$ cat src/rtl/sdp_mrdma_eg_lanes.sv
// sdp_mrdma_eg_lanes: splits read responses from the selected source into
// per-lane FIFOs and reassembles masked output beats under command control.
module sdp_mrdma_eg_lanes #(
   parameter  int unsigned LANES   = 4,
   parameter  int unsigned LANE_W  = 128,
   parameter  int unsigned DEPTH   = 8,
   parameter  int unsigned NUM_SRC = 2,
   parameter  int unsigned CNT_W   = 13,
   localparam int unsigned SEL_W   = (NUM_SRC > 1) ? $clog2(NUM_SRC) : 1,
   localparam int unsigned CMD_W   = CNT_W + LANES + 1,
   localparam int unsigned BEAT_W  = LANES + LANES * LANE_W
) (
   input  logic                      nvdla_core_clk,
   input  logic                      nvdla_core_rst,
   input  logic                      cmd_pvld,
   output logic                      cmd_prdy,
   input  logic [CMD_W-1:0]          cmd_pd,
   input  logic [NUM_SRC-1:0]        rsp_valid,
   output logic [NUM_SRC-1:0]        rsp_ready,
   input  logic [NUM_SRC*BEAT_W-1:0] rsp_pd,
   output logic [NUM_SRC-1:0]        rd_cdt_lat_fifo_pop,
   input  logic [SEL_W-1:0]          reg2dp_src_sel,
   input  logic                      op_load,
   output logic                      dout_valid,
   input  logic                      dout_ready,
   output logic [BEAT_W-1:0]         dout_pd,
   output logic                      eg_done,
   output logic [31:0]               dp2reg_beat_num
);

   localparam int unsigned PTR_W  = (DEPTH > 1) ? $clog2(DEPTH) : 1;
   localparam int unsigned OCC_W  = PTR_W + 1;
   localparam int unsigned DATA_W = LANES * LANE_W;

   typedef enum logic {
      ST_IDLE = 1'b0,
      ST_RUN  = 1'b1
   } state_t;

   // Registered state
   state_t             state_q, state_d;
   logic [LANES-1:0]   cmd_mask_q, cmd_mask_d;
   logic [CNT_W-1:0]   cmd_cnt_q, cmd_cnt_d;
   logic               cmd_last_q, cmd_last_d;
   logic [CNT_W-1:0]   beat_q, beat_d;
   logic               eg_done_q, eg_done_d;
   logic [NUM_SRC-1:0] cdt_pop_q, cdt_pop_d;
   logic [31:0]        beat_num_q, beat_num_d;
   logic [PTR_W-1:0]   wr_ptr_q [LANES];
   logic [PTR_W-1:0]   wr_ptr_d [LANES];
   logic [PTR_W-1:0]   rd_ptr_q [LANES];
   logic [PTR_W-1:0]   rd_ptr_d [LANES];
   logic [OCC_W-1:0]   occ_q    [LANES];
   logic [OCC_W-1:0]   occ_d    [LANES];
   logic [LANE_W-1:0]  mem_q    [LANES][DEPTH];

   // Combinational helpers
   logic [BEAT_W-1:0]  sel_pd_c;
   logic               sel_ok_c;
   logic [LANES-1:0]   sel_mask_c;
   logic [DATA_W-1:0]  sel_data_c;
   logic               lane_ok_c;
   logic [NUM_SRC-1:0] rsp_acc_c;
   logic [LANES-1:0]   full_c;
   logic [LANES-1:0]   empty_c;
   logic [LANES-1:0]   push_c;
   logic [LANES-1:0]   pop_c;
   logic               lanes_rdy_c;
   logic               dout_acc_c;
   logic [DATA_W-1:0]  dout_data_c;

   // Pick the response slice addressed by the source-select register
   always_comb begin
      sel_pd_c = '0;
      sel_ok_c = 1'b0;
      for (int unsigned s = 0; s < NUM_SRC; s++) begin
         if (reg2dp_src_sel == SEL_W'(s)) begin
            sel_pd_c = rsp_pd[s*BEAT_W +: BEAT_W];
            sel_ok_c = 1'b1;
         end
      end
   end

   assign sel_mask_c = sel_pd_c[BEAT_W-1 -: LANES];
   assign sel_data_c = sel_pd_c[DATA_W-1:0];

   // Per-lane full/empty from the registered occupancy only
   always_comb begin
      full_c  = '0;
      empty_c = '0;
      for (int unsigned i = 0; i < LANES; i++) begin
         full_c[i]  = (occ_q[i] == OCC_W'(DEPTH));
         empty_c[i] = (occ_q[i] == '0);
      end
   end

   // Ready only for the selected source, and only if its masked lanes have room
   always_comb begin
      lane_ok_c = &(~sel_mask_c | ~full_c);
      rsp_ready = '0;
      for (int unsigned s = 0; s < NUM_SRC; s++) begin
         if (sel_ok_c && (reg2dp_src_sel == SEL_W'(s))) begin
            rsp_ready[s] = lane_ok_c;
         end
      end
   end

   assign rsp_acc_c = rsp_valid & rsp_ready;
   assign push_c    = (|rsp_acc_c) ? sel_mask_c : '0;
   assign cdt_pop_d = rsp_acc_c;

   // Lane FIFO pointer and occupancy update
   always_comb begin
      for (int unsigned i = 0; i < LANES; i++) begin
         wr_ptr_d[i] = wr_ptr_q[i] + PTR_W'(push_c[i]);
         rd_ptr_d[i] = rd_ptr_q[i] + PTR_W'(pop_c[i]);
         occ_d[i]    = occ_q[i] + OCC_W'(push_c[i]) - OCC_W'(pop_c[i]);
      end
   end

   // Lane FIFO storage; contents are don't-care until written
   always_ff @(posedge nvdla_core_clk) begin
      for (int unsigned i = 0; i < LANES; i++) begin
         if (push_c[i]) begin
            mem_q[i][wr_ptr_q[i]] <= sel_data_c[i*LANE_W +: LANE_W];
         end
      end
   end

   // Output beat: heads of masked lanes, zeros elsewhere
   always_comb begin
      dout_data_c = '0;
      for (int unsigned i = 0; i < LANES; i++) begin
         if (cmd_mask_q[i]) begin
            dout_data_c[i*LANE_W +: LANE_W] = mem_q[i][rd_ptr_q[i]];
         end
      end
   end

   assign lanes_rdy_c = &(~cmd_mask_q | ~empty_c);
   assign dout_pd     = (state_q == ST_RUN) ? {cmd_mask_q, dout_data_c} : '0;
   assign dout_acc_c  = dout_valid & dout_ready;

   // Egress FSM: command latch, beat emission and completion
   always_comb begin
      state_d    = state_q;
      cmd_mask_d = cmd_mask_q;
      cmd_cnt_d  = cmd_cnt_q;
      cmd_last_d = cmd_last_q;
      beat_d     = beat_q;
      eg_done_d  = 1'b0;
      cmd_prdy   = 1'b0;
      dout_valid = 1'b0;
      pop_c      = '0;
      unique case (state_q)
         ST_IDLE: begin
            cmd_prdy = 1'b1;
            if (cmd_pvld) begin
               cmd_cnt_d  = cmd_pd[CNT_W-1:0];
               cmd_mask_d = cmd_pd[CNT_W +: LANES];
               cmd_last_d = cmd_pd[CNT_W+LANES];
               beat_d     = '0;
               if (cmd_pd[CNT_W +: LANES] != '0) begin
                  state_d = ST_RUN;
               end else begin
                  eg_done_d = cmd_pd[CNT_W+LANES];
               end
            end
         end
         ST_RUN: begin
            dout_valid = lanes_rdy_c;
            if (lanes_rdy_c && dout_ready) begin
               pop_c  = cmd_mask_q;
               beat_d = beat_q + CNT_W'(1);
               if (beat_q == cmd_cnt_q) begin
                  state_d   = ST_IDLE;
                  eg_done_d = cmd_last_q;
               end
            end
         end
         default: state_d = ST_IDLE;
      endcase
   end

   // Accepted-beat counter: saturating, cleared by op_load
   always_comb begin
      beat_num_d = beat_num_q;
      if (dout_acc_c && (beat_num_q != 32'hFFFF_FFFF)) begin
         beat_num_d = beat_num_q + 32'd1;
      end
      if (op_load) begin
         beat_num_d = dout_acc_c ? 32'd1 : 32'd0;
      end
   end

   // State registers
   always_ff @(posedge nvdla_core_clk or posedge nvdla_core_rst) begin
      if (nvdla_core_rst) begin
         state_q    <= ST_IDLE;
         cmd_mask_q <= '0;
         cmd_cnt_q  <= '0;
         cmd_last_q <= 1'b0;
         beat_q     <= '0;
         eg_done_q  <= 1'b0;
         cdt_pop_q  <= '0;
         beat_num_q <= '0;
         for (int unsigned i = 0; i < LANES; i++) begin
            wr_ptr_q[i] <= '0;
            rd_ptr_q[i] <= '0;
            occ_q[i]    <= '0;
         end
      end else begin
         state_q    <= state_d;
         cmd_mask_q <= cmd_mask_d;
         cmd_cnt_q  <= cmd_cnt_d;
         cmd_last_q <= cmd_last_d;
         beat_q     <= beat_d;
         eg_done_q  <= eg_done_d;
         cdt_pop_q  <= cdt_pop_d;
         beat_num_q <= beat_num_d;
         for (int unsigned i = 0; i < LANES; i++) begin
            wr_ptr_q[i] <= wr_ptr_d[i];
            rd_ptr_q[i] <= rd_ptr_d[i];
            occ_q[i]    <= occ_d[i];
         end
      end
   end

   assign eg_done             = eg_done_q;
   assign rd_cdt_lat_fifo_pop = cdt_pop_q;
   assign dp2reg_beat_num     = beat_num_q;

endmodule

$ cat config.mk
export PLATFORM = sky130hd
export DESIGN_NAME = sdp_mrdma_eg_lanes
export DESIGN_NICKNAME = d
export VERILOG_FILES = /design/src/rtl/sdp_mrdma_eg_lanes.sv
export SDC_FILE = /design/constraint.sdc
export NUM_CORES = 2
export LEC_CHECK = 0
export ABC_AREA = 1
export CAP_MARGIN = 10
export CORE_UTILIZATION = 45
export CTS_BUF_LIST = sky130_fd_sc_hd__clkbuf_4
export DETAILED_ROUTE_END_ITERATION = 16
export PLACE_DENSITY = 0.65
export SLEW_MARGIN = 10
export SYNTH_ARGS = -nofsm -noshare
export SYNTH_HDL_FRONTEND = slang
export SYNTH_SLANG_ARGS = --single-unit
$ cat constraint.sdc
create_clock -name nvdla_core_clk -period 18.2 [get_ports nvdla_core_clk]
set_clock_uncertainty 0.1 [all_clocks]
set_input_delay 4.55 -clock nvdla_core_clk [delete_from_list [all_inputs] [get_ports nvdla_core_clk]]
set_output_delay 4.55 -clock nvdla_core_clk [all_outputs]
set_load 0.01 [all_outputs]
## After elaboration in Yosys (flattened, before gate mapping)

Memory sizes are Yosys's and may differ from the RTL's.
Index checks and enable logic that the tools add are counted.

| operators by class | value |
|---|---|
| add/sub/neg operators | 18 |
| order comparisons | 12 |
| equal/unequal tests | 8 |
| mux-type cells | 57 |
| bitwise logic cells | 17 |
| reduce and logical (&&, ||, !) cells | 17 |

Operator list:

| operator | number |
|---|---|
| $mux W1024 | 4 |
| $mux W128 | 16 |
| $bmux W128 S3 | 4 |
| $demux W128 S3 | 4 |
| $mux W516 | 2 |
| $mux W32 | 2 |
| $add A32 B1 Y32 const B | 1 |
| $ge A4 B4 Y1 const B | 8 |
| $ne A32 B32 Y1 const B | 1 |
| $not A3 Y4 | 8 |
| $mux W13 | 2 |
| $pmux W13 S2 | 1 |
| $add A3 B1 Y3 | 8 |
| $mux W1 | 17 |
| $add A4 B1 Y4 | 4 |
| $eq A4 B4 Y1 const B | 4 |
| $logic_not A4 Y1 | 4 |
| $lt A4 B1 Y1 const B | 4 |
| $not A4 Y4 | 4 |
| $sub A4 B1 Y4 | 4 |
| $add A13 B1 Y13 const B | 1 |
| $eq A13 B13 Y1 | 1 |
| $mux W4 | 3 |
| $or A4 B4 Y4 | 2 |
| other kinds (12) | 20 |

| storage, ports and cells | value |
|---|---|
| flip-flop bits (word level) | 107 |
| memory bits (writable) | 4,096 |
| input bits | 1,058 |
| output and inout port bits | 555 |
| memories | 1 |

Memory list:

| memory | depth | bits a word | read ports | clocked after memory_dff | write ports | RTL line | text |
|---|---|---|---|---|---|---|---|
| mem_q | 4 | 1,024 | 4 | 0 | 4 | 55 | `logic [LANE_W-1:0] mem_q [LANES][DEPTH];` |

## Longest topological paths before layout

| depth | value |
|---|---|
| depth in word-level cells | 10 |
| depth in mapped cells | 16 |

## Worst setup path after synthesis

OpenSTA, ideal clock, no wires.

| path | value |
|---|---|
| kind | input to register |
| from | input port reg2dp_src_sel |
| to | memory mem_q[0][0] (netlist name) (enable) |
| arrival time | 10,798 ps |
| required time | 17,484 ps |
| slack | 6,686 ps |
| stages | 11 |
| path buffers | 1 |
| cells stage by stage | buf_4 inv_2 nand2_1 nand2_1 nand2_1 nand2_1 nor2_2 nand3_2 nand2_4 nand2_4 nor2_1 |

RTL lines:

| what | RTL line | text |
|---|---|---|
| from (decl) | 22 | `input logic [SEL_W-1:0] reg2dp_src_sel,` |
| to (decl) | 55 |  |

## Final worst setup path

| path | value |
|---|---|
| from | input port reg2dp_src_sel |
| to | output port rsp_ready[1] |

| on the way | value |
|---|---|
| longest elaborated chain between the ends | 5 |

RTL lines:

| what | RTL line | text |
|---|---|---|
| $mux W516 | 77 | `if (reg2dp_src_sel == SEL_W'(s)) begin` |
| $not A4 Y4 | 99 | `lane_ok_c = &(~sel_mask_c \| ~full_c);` |
| $or A4 B4 Y4 | 99 |  |
| $reduce_and A4 Y1 | 99 |  |
| $mux W1 (*) | 102 | `if (sel_ok_c && (reg2dp_src_sel == SEL_W'(s))) begin` |
| to (decl) | 19 | `output logic [NUM_SRC-1:0] rsp_ready,` |

Every way passes the cells marked *; elsewhere a longest branch is shown, timed or not.

==> results.cfg <==
[status]
status = complete, no violations

[routing]
first_pass_iters = 6
vias = 119000
wire_per_inst_um = 21.6
antenna_left = 0
detail_route.wirelength_mm = 480
via_per_inst = 5.36
drt_iter0_markers = 10600
drc = 0

[timing]
min_period_ns = 11.89
tightest_slew_ns = 1.47
worst_slack_ns = 6.31
hold_violations = 0
setup_viol = 0
fmax_mhz = 84.1
fin_hold_ws_ns = 0.398
slew_headroom_pct = 1.96
rsz0062_at_grt = false
drv_slew = 0
fin_crit_sh_pct = 65.3
tns_ns = 0

[worst_setup_path]
worstSetupPathType = in -> out
timing.rr.start = occ_q[2]
r2r_slack_ns = 13.29
cp.arrival_ns = 7.24
end_kind = output pin
cp_data_required_time_ns = 13.55
r2r-end = mem_q[0][216]
crit_fanout = 111
r2r_cells = 13
worstSetupStartpointType = input port

[power_and_ir_drop]
power_leakage_nw = 70.3
p_total_mw = 29.7
power_density_nw_per_um2 = 145
ir_drop_v = 0.000172

[cells_and_area]
fin_cells = 22300
drive_above_1_share_pct = 10.7
syn2layout_area_growth_pct = 18.9
fin_util_pct = 53.9
nets = 17700
fin_area_um2 = 204000
final_common_cell = edfxtp_1
final_cell_mix = edfxtp_1 (4096), nor2_1 (3681), o21ai_0 (2428)

[cts]
cts_resized = 0
clkLatencyLatePin_ns = 1.57
numCtsBuffers = 1140
htreeDepth = 7
path_clk_slew_ns = 0.06
clockBufferDepth = 5
cts_setup_buffers = 0
clock_sinks = 4203
clock_tree.root_cell = clkbuf_4
postCtsHoldBufs = 0
cts_tree = done

[placement]
place_congestion = 0.879
dp_hpwl_mm = 266
placed_area_um2 = 191000
port_buffers = 1612
place_inst = 20400
post-place-ws_ns = 6.27

[synth]
postSynth.asyncResetShare_pct = 2.55
synth_cells = 14700
synth_nets = 15800
synth_area_um2 = 172000
synth-seq-cells = 4203
synth_edf_count = 4096
synth_area_per_cell_um2 = 11.7
yosys.cell_types.count = 37
yosys_warnings = 0
ys.flop_type = edfxtp_1
yosysSeqAreaShare_pct = 73.1

[global_route]
overflow = 0
grt_start_max_net_pins = 308
grt_pass1_wl_mm = 695
antenna_found_initial = 45
grt_use_total_pct = 24.3
grt_pass1_vias = 113000

[worst_hold_path]
hold_path_depth = 2
min_to = cmd_last_q
hold_class = reg -> reg
hp-start = cmd_last_q

[floorplan]
chipWidth_um = 620
design.core.area_um2 = 379000
floorplan.initialDensity_pct = 45.3
fp.dieArea_um2 = 384000
fp-row-count = 226
boundaryPins = 1613
die_h_um = 620

[run]
cap_violations = 0
==> synthesized netlist by cell type, types with 3 or more instances <==
cell type,count,area [um^2]
a21oi_1,10,50.1
a31oi_1,512,3200
buf_1,64,240
buf_2,295,1480
buf_4,35,263
buf_6,44,495
clkbuf_1,546,2050
clkinv_2,3,15.0
dfrtp_1,107,2680
edfxtp_1,4096,123000
fa_1,4,80.1
ha_1,42,526
inv_1,106,398
inv_2,7,26.3
nand2_1,1799,6750
nand2_2,5,31.3
nand2_4,6,67.6
nand3_1,99,495
nand3_2,5,50.1
nor2_1,3713,13900
nor2_2,6,37.5
nor3_1,5,25.0
o21ai_0,2428,12200
o21ai_1,676,3380
o21bai_1,3,22.5
xnor2_1,15,131
xor2_1,23,201
==> where the power goes <==
group	total, mW	internal, mW	switching (mW)	leakage (nW)
Clock	7.69	4.06	3.63	7.77
Sequential	11.7	11.4	0.331	38.5
Combinational	10.3	3.42	6.89	24.1
Total	29.7	18.9	10.8	70.3
==> flip-flops by register name, indices dropped and copies added, names as in the netlist <==
register and cells:
eg_done 1, cmd_last_q 1, mem_q 4096, state_q 1
rd_ptr_q 12, cmd_cnt_q 13, dp2reg_beat_num 32, beat_q 13
cmd_mask_q 4, rd_cdt_lat_fifo_pop 2, occ_q 16, wr_ptr_q 12
==> kinds of logic (layout without fill, tap and decap cells) <==
logic type / after synthesis / in the layout / synth area share, %
other: 0 / 39 / 0
xor gates and xnor gates: 38 / 38 / 0.194
DFF: 4203 / 4203 / 73.1
AOI/OAI and AO/OA: 3632 / 3632 / 11.0
adders and majority gates: 46 / 46 / 0.352
and+or+nand+nor: 5647 / 5647 / 12.5
buffers and inverters: 1102 / 3637 / 2.89
==> routing by layer <==
layer,track usage [%],up-vias,wire length [um]
met2,39.7,4493,233000
met4,12.3,22,19900
li1,-,56300,-
met1,29.9,57700,189000
met5,0,-,151
met3,6.15,776,36900
==> worst max-delay path, stage by stage <==
cell,delay [ns]
buf_8,0.41
inv_8,0.33
nand2_1,0.15
nand2_1,0.24
nand2_1,0.15
nand2_1,0.07
nor2_2,0.27
inv_1,0.19
nor2_1,0.23
clkdlybuf4s50_1,0.58
==> worst max-delay path by stage <==
stage	from	to	slack, ns	cells after the start
finish	reg2dp_src_sel	rsp_ready[1]	6.31	10
CTS	rd_ptr_q[6]	dout_pd[132]	6.17	10
floorplan	reg2dp_src_sel	mem_q[0][0]	6.69	11
global placement	reg2dp_src_sel	rsp_ready[1]	6.22	10
global route	rd_ptr_q[6]	dout_pd[191]	5.95	10
detailed placement	reg2dp_src_sel	rsp_ready[1]	6.27	10
==> final cells by class <==
class / count / area (um^2)
tap: 5016 / 6280
fill: 32200 / 175000
timing repair buffer: 1738 / 17400
inverter: 118 / 571
multi-input combinational: 9363 / 41500
clock inverter: 211 / 1060
sequential: 4203 / 126000
antenna: 39 / 97.6
clock buffer: 1570 / 11800
No activity file was read; power rests on OpenSTA's default activity.
